[config.mk]
export PLATFORM = sky130hd
export DESIGN_NAME = vga_scanout
export DESIGN_NICKNAME = d
export VERILOG_FILES = /design/src/rtl/vga_scanout.sv
export SDC_FILE = /design/constraint.sdc
export NUM_CORES = 1
export LEC_CHECK = 0
export ABC_AREA = 1
export BUFFER_PORTS_ARGS = -buffer_cell sky130_fd_sc_hd__buf_2
export CAP_MARGIN = 20
export CORE_ASPECT_RATIO = 1.2
export CORE_MARGIN = 2
export CORE_UTILIZATION = 35
export CTS_CLUSTER_SIZE = 8
export DETAILED_ROUTE_END_ITERATION = 7
export GPL_ROUTABILITY_DRIVEN = 0
export PLACE_DENSITY = 0.56
export SYNTH_ARGS = -nofsm -noshare
export SYNTH_HDL_FRONTEND = slang
export SYNTH_SLANG_ARGS = --single-unit
[constraint.sdc]
create_clock -name clk -period 2.7 [get_ports clk]
set_input_delay 0.27 -clock clk [delete_from_list [all_inputs] [get_ports clk]]
set_output_delay 0.27 -clock clk [all_outputs]
set_load 0.05 [all_outputs]
[src/rtl/vga_scanout.sv]
// vga_scanout: display-side reader of the 640x480 RGB444 framebuffer.
// Generates VGA timing from a divided pixel tick, issues one synchronous
// VRAM read per visible pixel, and drives colour and syncs to the connector
// with matched two-pixel-tick latency.
// Ports:
//   clk         system clock, all logic on its rising edge
//   rstn        synchronous active-low reset
//   vram_addr   VRAM read address y*640+x, held during blanking
//   vram_data   VRAM read data {R,G,B}, valid one clk after vram_addr
//   r, g, b     colour outputs, zero outside the visible area
//   hs, vs      active-low syncs
//   vblank      high while the line counter is in vertical blanking
//   frame_start one-clk pulse after the counters wrap to (0,0)
module vga_scanout #(
  parameter int unsigned CLK_DIV = 4,
  parameter int unsigned H_VIS   = 640,
  parameter int unsigned H_FP    = 16,
  parameter int unsigned H_SYNC  = 96,
  parameter int unsigned H_BP    = 48,
  parameter int unsigned V_VIS   = 480,
  parameter int unsigned V_FP    = 10,
  parameter int unsigned V_SYNC  = 2,
  parameter int unsigned V_BP    = 33
) (
  input  logic        clk,
  input  logic        rstn,
  output logic [18:0] vram_addr,
  input  logic [11:0] vram_data,
  output logic [3:0]  r,
  output logic [3:0]  g,
  output logic [3:0]  b,
  output logic        hs,
  output logic        vs,
  output logic        vblank,
  output logic        frame_start
);

  localparam int unsigned H_TOT  = H_VIS + H_FP + H_SYNC + H_BP;
  localparam int unsigned V_TOT  = V_VIS + V_FP + V_SYNC + V_BP;
  localparam int unsigned HS_BEG = H_VIS + H_FP;
  localparam int unsigned HS_END = H_VIS + H_FP + H_SYNC - 1;
  localparam int unsigned VS_BEG = V_VIS + V_FP;
  localparam int unsigned VS_END = V_VIS + V_FP + V_SYNC - 1;
  localparam int unsigned DIV_W  = $clog2(CLK_DIV);

  logic [DIV_W-1:0] div_cnt_q, div_cnt_d;
  logic [9:0]       h_cnt_q, h_cnt_d;
  logic [9:0]       v_cnt_q, v_cnt_d;
  logic             vis_q, vis_d;
  logic             hs0_q, hs0_d;
  logic             vs0_q, vs0_d;
  logic [18:0]      addr_q, addr_d;
  logic [11:0]      rgb_q, rgb_d;
  logic             hs_q, hs_d;
  logic             vs_q, vs_d;
  logic             vblank_q, vblank_d;
  logic             fs_q, fs_d;

  logic             pix_en;
  logic             h_last;
  logic             v_last;
  logic             vis0;
  logic [18:0]      addr0;

  always_comb begin
    pix_en = (div_cnt_q == DIV_W'(CLK_DIV - 1));
    h_last = (h_cnt_q == 10'(H_TOT - 1));
    v_last = (v_cnt_q == 10'(V_TOT - 1));
    vis0   = (h_cnt_q < 10'(H_VIS)) && (v_cnt_q < 10'(V_VIS));
    // y*640 as shift-add; the framebuffer stride is fixed at 640 words
    addr0  = ({9'd0, v_cnt_q} << 9) + ({9'd0, v_cnt_q} << 7) + {9'd0, h_cnt_q};
  end

  always_comb begin
    div_cnt_d = pix_en ? '0 : div_cnt_q + 1'b1;
    h_cnt_d   = h_cnt_q;
    v_cnt_d   = v_cnt_q;
    vis_d     = vis_q;
    hs0_d     = hs0_q;
    vs0_d     = vs0_q;
    addr_d    = addr_q;
    rgb_d     = rgb_q;
    hs_d      = hs_q;
    vs_d      = vs_q;
    vblank_d  = vblank_q;
    fs_d      = pix_en && h_last && v_last;
    if (pix_en) begin
      h_cnt_d = h_last ? '0 : h_cnt_q + 1'b1;
      if (h_last) begin
        v_cnt_d = v_last ? '0 : v_cnt_q + 1'b1;
      end
      // Stage 0: decode current counters, launch the VRAM read
      vis_d = vis0;
      hs0_d = !((h_cnt_q >= 10'(HS_BEG)) && (h_cnt_q <= 10'(HS_END)));
      vs0_d = !((v_cnt_q >= 10'(VS_BEG)) && (v_cnt_q <= 10'(VS_END)));
      if (vis0) begin
        addr_d = addr0;
      end
      // Stage 2: read data has settled since the previous tick; syncs
      // travel through the same two registers so they stay aligned
      rgb_d    = vis_q ? vram_data : '0;
      hs_d     = hs0_q;
      vs_d     = vs0_q;
      vblank_d = (v_cnt_q >= 10'(V_VIS));
    end
  end

  always_ff @(posedge clk) begin
    if (!rstn) begin
      div_cnt_q <= '0;
      h_cnt_q   <= '0;
      v_cnt_q   <= '0;
      vis_q     <= 1'b0;
      hs0_q     <= 1'b1;
      vs0_q     <= 1'b1;
      addr_q    <= '0;
      rgb_q     <= '0;
      hs_q      <= 1'b1;
      vs_q      <= 1'b1;
      vblank_q  <= 1'b0;
      fs_q      <= 1'b0;
    end else begin
      div_cnt_q <= div_cnt_d;
      h_cnt_q   <= h_cnt_d;
      v_cnt_q   <= v_cnt_d;
      vis_q     <= vis_d;
      hs0_q     <= hs0_d;
      vs0_q     <= vs0_d;
      addr_q    <= addr_d;
      rgb_q     <= rgb_d;
      hs_q      <= hs_d;
      vs_q      <= vs_d;
      vblank_q  <= vblank_d;
      fs_q      <= fs_d;
    end
  end

  assign vram_addr   = addr_q;
  assign r           = rgb_q[11:8];
  assign g           = rgb_q[7:4];
  assign b           = rgb_q[3:0];
  assign hs          = hs_q;
  assign vs          = vs_q;
  assign vblank      = vblank_q;
  assign frame_start = fs_q;

endmodule

# Word-level counts from Yosys, hierarchy flattened

Index checks and enable logic that the tools add are counted.

Add/sub/neg operators: 5
$lt $le $gt $ge: 7
Eq/ne operators: 3
Mux-type cells: 3
Bitwise logic cells: 1
Reductions and logical operators: 10

Operator list:

| kind                    | count |
|---|---|
| $add A10 B1 Y10 const B | 2 |
| $eq A10 B10 Y1 const B  | 2 |
| $ge A10 B9 Y1 const B   | 2 |
| $mux W10                | 2 |
| $add A19 B10 Y19        | 1 |
| $add A19 B17 Y19        | 1 |
| $mux W12                | 1 |
| $ge A10 B10 Y1 const B  | 1 |
| $le A10 B10 Y1 const B  | 1 |
| $le A10 B9 Y1 const B   | 1 |
| $lt A10 B10 Y1 const B  | 1 |
| $lt A10 B9 Y1 const B   | 1 |
| $logic_and A1 B1 Y1     | 5 |
| $reduce_and A2 Y1       | 2 |
| $add A2 B1 Y2 const B   | 1 |
| $eq A2 B2 Y1 const B    | 1 |
| $logic_not A1 Y1        | 2 |
| $reduce_or A2 Y1        | 1 |
| $not A1 Y1              | 1 |

Register bits after elaboration: 60
Bits of input ports: 14

# Longest topological paths before layout

Gate-level depths: netlist of run 1.

Depth after elaboration: 3
Depth in mapped cells: 15
Depth with buffers taken out: 14

# Worst setup path before layout of run 1

OpenSTA, ideal clock, no wires.

Kind: register to register
From: reg v_cnt_q[0]
To: reg addr_q[16], in the netlist vram_addr[16]
Arrival time: 2206 ps
Required time: 2591 ps
Setup slack: 385 ps
Cell stages (with the launch flop): 14
Buffers on the path: 0
Clock period less this slack: 2315 ps
Cell sequence: dfxtp_1 inv_1 fa_1 inv_1 fa_1 nand2_1 nand3_1 and2_1 nand2_1 nand2_1 nand2_1 nand3_2 nand2_1 inv_1

Longest elaborated chain between the ends: 3
Elaborated cells on any way between the ends: 5
Classes of those cells: add/sub: 2; order compare: 1; reduce/logical: 2

Ends and longest elaborated chain:

| element                                                  | RTL line | source |
|---|---|---|
| start: declaration                                       | 48       | `logic [9:0] v_cnt_q, v_cnt_d;` |
| start signal: assignment                                 | 125      | `v_cnt_q <= v_cnt_d;` |
| branches (longest 3 deep; another with $add A19 B17 Y19) | n/a      |  |
| end signal: assignment                                   | 129      | `addr_q <= addr_d;` |
| end: declaration                                         | 52       | `logic [18:0] addr_q, addr_d;` |

Several ways; the timed one is not identified.
A chain may end at the register's enable or synchronous reset.

# Worst setup path in the final report of run 1

From: reg v_cnt_q[2]
To: reg addr_q[16], in the netlist vram_addr[16]

Same word-level chain as after synthesis.

==> results of run 1 <==
state kept, by name, summed over array words and instances, names as in the netlist:
signal and count:
vram_addr 19, rgb_q 12, h_cnt_q 10, v_cnt_q 10, div_cnt_q 2, frame_start 1
hs 1, hs0_q 1, vblank 1, vis_q 1, vs 1, vs0_q 1
report_power, final:
part / internal, mW / leakage, nW / switching [mW]
sequential: 0.906 / 0.485 / 0.0142
clock: 0.366 / 0.0897 / 0.404
combinational: 0.0428 / 1.13 / 0.121
worst register-to-register path: cells and delay by family (launching register included):
family / cells / cell delay [ns]
adders and majority gates: 2 / 0.91
buffers and inverters: 3 / 0.19
DFF: 1 / 0.49
and+or+nand+nor: 8 / 0.74
layout by cell type (no fill, tap or decap), types with 3 or more instances in the layout:
master / synthesis / routed
a21oi_2: 7 / 7
nand3b_1: 4 / 4
xor2_1: 5 / 5
clkbuf_8: 0 / 10
a21oi_1: 24 / 24
a32o_1: 12 / 12
nor3_1: 11 / 11
nand2_1: 90 / 90
o21ai_2: 3 / 3
buf_4: 0 / 6
ha_1: 25 / 25
dfxtp_1: 60 / 60
nand3_2: 5 / 5
nand4_1: 10 / 10
nand2_2: 3 / 3
buf_2: 6 / 48
nand3_1: 25 / 25
inv_1: 48 / 48
xnor2_1: 3 / 3
o21ai_0: 9 / 9
nor2_1: 41 / 41
inv_6: 0 / 3
synth_stat cells (3+ instances only):
cell | instances | area, um2
buf_6 | 3 | 33.8
xnor2_1 | 3 | 26.3
nand3_2 | 5 | 50.1
buf_2 | 6 | 30.0
ha_1 | 25 | 313
nand3b_1 | 4 | 30.0
a21oi_2 | 7 | 61.3
dfxtp_1 | 60 | 1200
nand2_1 | 90 | 338
nand3_1 | 25 | 125
o21ai_2 | 3 | 26.3
xor2_1 | 5 | 43.8
nor2_1 | 41 | 154
a21oi_1 | 24 | 120
nor3_1 | 11 | 55.1
o21ai_0 | 9 | 45.0
inv_1 | 48 | 180
nand4_1 | 10 | 62.6
a32o_1 | 12 | 120
nand2_2 | 3 | 18.8
layout make-up:
class                           instances  area, um2  share of cell area
Tap cell                              120        150              0.0394
Sequential cell                        60       1200               0.315
Clock inverter                          6       46.3              0.0122
Clock buffer                           10        138              0.0361
Inverter                               52        200              0.0526
Multi-Input combinational cell        296       1790               0.469
Timing Repair Buffer                   54        285              0.0749
routing by layer:
metal | vias up | track usage
met1 | 1344 | 0.196
met5 | - | 0
li1 | 1500 | -
met3 | 22 | 0.0449
met2 | 66 | 0.279
met4 | 0 | 0.0853
kinds of logic after synthesis:
group | Yosys count
adders and majority gates | 27
and+or+nand+nor | 200
buffers and inverters | 65
AOI/OAI and AO/OA | 61
DFF | 60
xor gates and xnor gates | 8
through the flow:
stage          std cells   util  setup slack [ns]  hold slack [ns]
3_3_place_gp         582  0.399             0.298            0.409
5_1_grt              598  0.419            0.0790            0.153
4_1_cts              598  0.419             0.274            0.155
3_5_place_dp         582  0.399             0.277            0.414
6_report             598  0.419             0.269            0.173
2_1_floorplan        421      -             0.385            0.399
worst max-delay path by stage:
stage	to	depth (start not counted)	start	slack (ns)
after detailed placement	vram_addr[16]$_SDFFE_PN0P_	13	v_cnt_q[2]$_SDFFE_PN0P_	0.28
after global placement	vram_addr[16]$_SDFFE_PN0P_	13	v_cnt_q[2]$_SDFFE_PN0P_	0.30
after floorplan	vram_addr[16]$_SDFFE_PN0P_	13	v_cnt_q[0]$_SDFFE_PN0P_	0.38
after CTS	vram_addr[16]$_SDFFE_PN0P_	13	v_cnt_q[2]$_SDFFE_PN0P_	0.27
final	vram_addr[16]$_SDFFE_PN0P_	13	v_cnt_q[2]$_SDFFE_PN0P_	0.27
after global routing	vram_addr[16]$_SDFFE_PN0P_	13	v_cnt_q[2]$_SDFFE_PN0P_	0.08
==> impl_metrics.ini, run 1 <==
[synthesis]
async_flop_share = 0
synthFlopType = dfxtp_1
ys_seq_elements = 60
synth-edff-count = 0
synthAdderAreaFrac = 0.107
yosys.area_share.simple = 0.288
synth_compound_area_frac = 0.128
synthesis.nets = 462
yosys.area_share.xor_xnor = 0.0213
ys_warn_count = 0
synth_top_family_by_area = simple AND/OR/NAND/NOR gates
synth_cells = 421
syn_area_um2 = 3290
synth_cell_type_count = 42
avgSynthCellArea_um2 = 7.80
synth-seq-area-share = 0.366
synth.area.mux_share = 0

[final_layout]
diodes = 0
layout-drive-gt1-share = 0.209
nets = 514
n_fill_cell = 945
syn_to_final_growth_pct = 15.9
fin_area_um2 = 3810

[timing]
slew-limit-headroom = 0.710
fin_setup_tns_ns = 0
fmax_mhz = 411
slew_violations = 0
rsz0062_at_grt = no
setup_viol_count_final = 0
period_share = 0.900
skew_ns = 0.0104
tightest_slew_ns = 0.435
hold_violations = 0
fin_crit_ns = 2.43

[clock_tree]
cts_setup_buffers = 0
cts_root_buf = clkbuf_8
clock_latency_ns = 0.34
ctsHoldBuffers = 0
htreeDepth = 3
cts_sinks = 60
cts_resized = 0
tritoncts = done
clkTransAtPathRegs_ns = 0.08
cts_buffers = 9
cts.path.max_buffers = 2

[floorplanning]
num_rows = 38
die_h_um = 110
num_io_pins = 49
dieArea_um2 = 10200
initial_utilization = 0.362
core-area_um2 = 9080
fp.dieW_um = 92.4

[placement]
dp_hpwl_mm = 5.72
dpl-instance-area_um2 = 3620
port_buffers = 48

[route]
routed-via-count = 2932
wl_met2_mm = 3.64
highest_layer = met4
final_antenna_net_count = 0
wirelength_met1_mm = 3.45
vias_per_cell = 4.90
firstDrtPassIters = 4
met3WireLength_um = 307
drc = 0
drt_wl_total_mm = 7.65
drt_iter0_markers = 60
routedWlPerCell_um = 12.8

[critical_path]
crit_path_end_kind = flop
rr_worst_depth = 13
r2r-start = v_cnt_q[2]$_SDFFE_PN0P_
startpoint_type = flop
crit_top_cell = nand2_1
worstPathMaxFanout = 9
required_ns = 2.95
reg2reg_to = vram_addr[16]$_SDFFE_PN0P_
cp_slowest_cell = dfxtp_1
worstPathArrival_ns = 2.68
crit_family = adder cells
rrSetupSlack_ns = 0.27
crit_chain = inv_1 -> fa_1 -> inv_1 -> fa_1 -> nand2_1 -> nand3_1 -> and2_1 -> nand2_1 -> nand2_1 -> nand2_1 -> nand3_2 -> nand2_1 -> inv_1
path_class = flop to flop
path_buf_inv = 3
worst_path_largest_cell_delay_ns = 0.49

[pwr]
worst_ir_drop_vdd_uv = 294
powerDensity_nw_per_um2 = 487
power_mw = 1.85
leakage_nw = 1.70

[global_routing]
grt_max_degree = 27
grt_use_total = 0.166
antenna_found_initial = 0
grt_pass1_vias = 2905
grt_pass1_wl_mm = 13.3
grt-ovfl-total = 0

[status]
status = complete, no violations

[min_path]
hp-class = input port to flop
worstHoldStart = vram_data[6]
hold_path_depth = 2
holdPathEnd = rgb_q[6]$_SDFFE_PN0P_

[flow_run]
cap_viol_max_count = 0
(Power assumes the default switching activity.)
==> run 2, diff against run 1 <==
Settings changed: CORE_MARGIN 2 to unset, SLEW_MARGIN set to 20.
==> impl_metrics.ini, run 2 (same netlist as run 1, synthesis figures left out) <==
[status]
status = complete, no violations

[route]
firstDrtPassIters = 4
routed-via-count = 2924
final_antenna_net_count = 0
vias_per_cell = 4.89
drt_iter0_markers = 113
drt_wl_total_mm = 7.55
routedWlPerCell_um = 12.6
drc = 0

[critical_path]
path_buf_inv = 3
reg2reg_to = vram_addr[16]$_SDFFE_PN0P_
crit_chain = inv_1 -> fa_1 -> inv_1 -> fa_1 -> nand2_1 -> nand3_1 -> and2_1 -> nand2_1 -> nand2_1 -> nand2_1 -> nand3_2 -> nand2_1 -> inv_1
rrSetupSlack_ns = 0.28
required_ns = 2.96
cp_slowest_cell = dfxtp_1
r2r-start = v_cnt_q[2]$_SDFFE_PN0P_
worstPathMaxFanout = 9
crit_top_cell = nand2_1
worstPathArrival_ns = 2.68
crit_family = adder cells
worst_path_largest_cell_delay_ns = 0.49
path_class = flop to flop
startpoint_type = flop
crit_path_end_kind = flop
rr_worst_depth = 13

[timing]
hold_violations = 0
fin_crit_ns = 2.42
setup_viol_count_final = 0
tightest_slew_ns = 0.445
fmax_mhz = 412
rsz0062_at_grt = no
fin_setup_tns_ns = 0
period_share = 0.898
skew_ns = 0.0169
slew_violations = 0
slew-limit-headroom = 0.703

[global_routing]
grtUsageMet2 = 0.296
met1_usage = 0.177
antenna_found_initial = 0
grt-ovfl-total = 0
grt.met3_usage = 0.0323
grt_pass1_wl_mm = 12.7
grt_max_degree = 27
grt_use_total = 0.162
grt_pass1_vias = 2869
top_usage_layer = met2

[final_layout]
diodes = 0
seq_area_um2 = 1200
fin_util = 0.419
multi_input_area_um2 = 1790
layout-drive-gt1-share = 0.209
n_fill_cell = 951
fin_area_um2 = 3810
largest_reg_flops = 19
final_common_cell = nand2_1
final_cell_mix = nand2_1 (90), dfxtp_1 (60), inv_1 (48), buf_2 (48), nor2_1 (41)
nets = 514
syn_to_final_growth_pct = 15.9

[placement]
port_buffers = 48
dpl-instance-area_um2 = 3620
dp_hpwl_mm = 5.70

[clock_tree]
cts_resized = 0
ctsHoldBuffers = 0
tritoncts = done
cts_sinks = 60
clock_latency_ns = 0.35
htreeDepth = 3
cts_setup_buffers = 0
cts_root_buf = clkbuf_8
cts.path.max_buffers = 2
clkTransAtPathRegs_ns = 0.08
cts_buffers = 9

[pwr]
worst_ir_drop_vdd_uv = 281
leakage_nw = 1.70
powerDensity_nw_per_um2 = 484

[floorplanning]
num_rows = 38
fp.dieW_um = 90.4
die_h_um = 108
core-area_um2 = 9080
num_io_pins = 49
dieArea_um2 = 9780
initial_utilization = 0.362

[min_path]
hp-class = input port to flop
holdPathEnd = rgb_q[8]$_SDFFE_PN0P_
hold_path_depth = 2
worstHoldStart = vram_data[8]

[flow_run]
cap_viol_max_count = 0
## run 2: cell counts in the layout (fill, tap and decap cells not counted)
No cell type changed its count.
## run 2: power by group
group          leakage (nW)  internal [mW]  switching (mW)
Sequential            0.485          0.906          0.0147
Clock                0.0897          0.366           0.395
Combinational          1.13         0.0425           0.121
## run 2: worst max path at each step
stage,startpoint,endpoint,slack (ns),depth (start not counted)
detailed placement,v_cnt_q[2]$_SDFFE_PN0P_,vram_addr[16]$_SDFFE_PN0P_,0.27,13
CTS,v_cnt_q[2]$_SDFFE_PN0P_,vram_addr[16]$_SDFFE_PN0P_,0.27,13
floorplan,v_cnt_q[0]$_SDFFE_PN0P_,vram_addr[16]$_SDFFE_PN0P_,0.38,13
global placement,v_cnt_q[2]$_SDFFE_PN0P_,vram_addr[16]$_SDFFE_PN0P_,0.30,13
global route,v_cnt_q[2]$_SDFFE_PN0P_,vram_addr[16]$_SDFFE_PN0P_,0.11,13
finish,v_cnt_q[2]$_SDFFE_PN0P_,vram_addr[16]$_SDFFE_PN0P_,0.28,13
## run 2: cell type report
type,count,area share
Multi-Input combinational cell,296,0.469
Sequential cell,60,0.315
Timing Repair Buffer,54,0.0749
Inverter,52,0.0526
Tap cell,120,0.0394
Clock buffer,10,0.0361
Clock inverter,6,0.0122
## run 2: worst register-to-register path, cell delays in order (launching register included)
cell and delay (ns):
dfxtp_1 0.49, inv_1 0.09, fa_1 0.48, inv_1 0.07
fa_1 0.43, nand2_1 0.14, nand3_1 0.12, and2_1 0.18
nand2_1 0.08, nand2_1 0.05, nand2_1 0.07, nand3_2 0.05
nand2_1 0.07, inv_1 0.03
## run 2: metal layers
| layer | up-vias | share of wire |
|---|---|---|
| met5 | - | 0 |
| met4 | 0 | 0.032 |
| met3 | 19 | 0.040 |
| met2 | 71 | 0.49 |
| met1 | 1331 | 0.44 |
| li1 | 1503 | - |
## run 2: through the flow
step / cells / total power, mW / setup WS (ns) / hold slack (ns)
2_1_floorplan: 421 / 1.07 / 0.385 / 0.399
3_5_place_dp: 582 / 1.11 / 0.274 / 0.417
4_1_cts: 598 / 1.87 / 0.273 / 0.164
3_3_place_gp: 582 / 1.11 / 0.304 / 0.409
5_1_grt: 598 / 1.93 / 0.107 / 0.159
6_report: 598 / 1.84 / 0.275 / 0.173
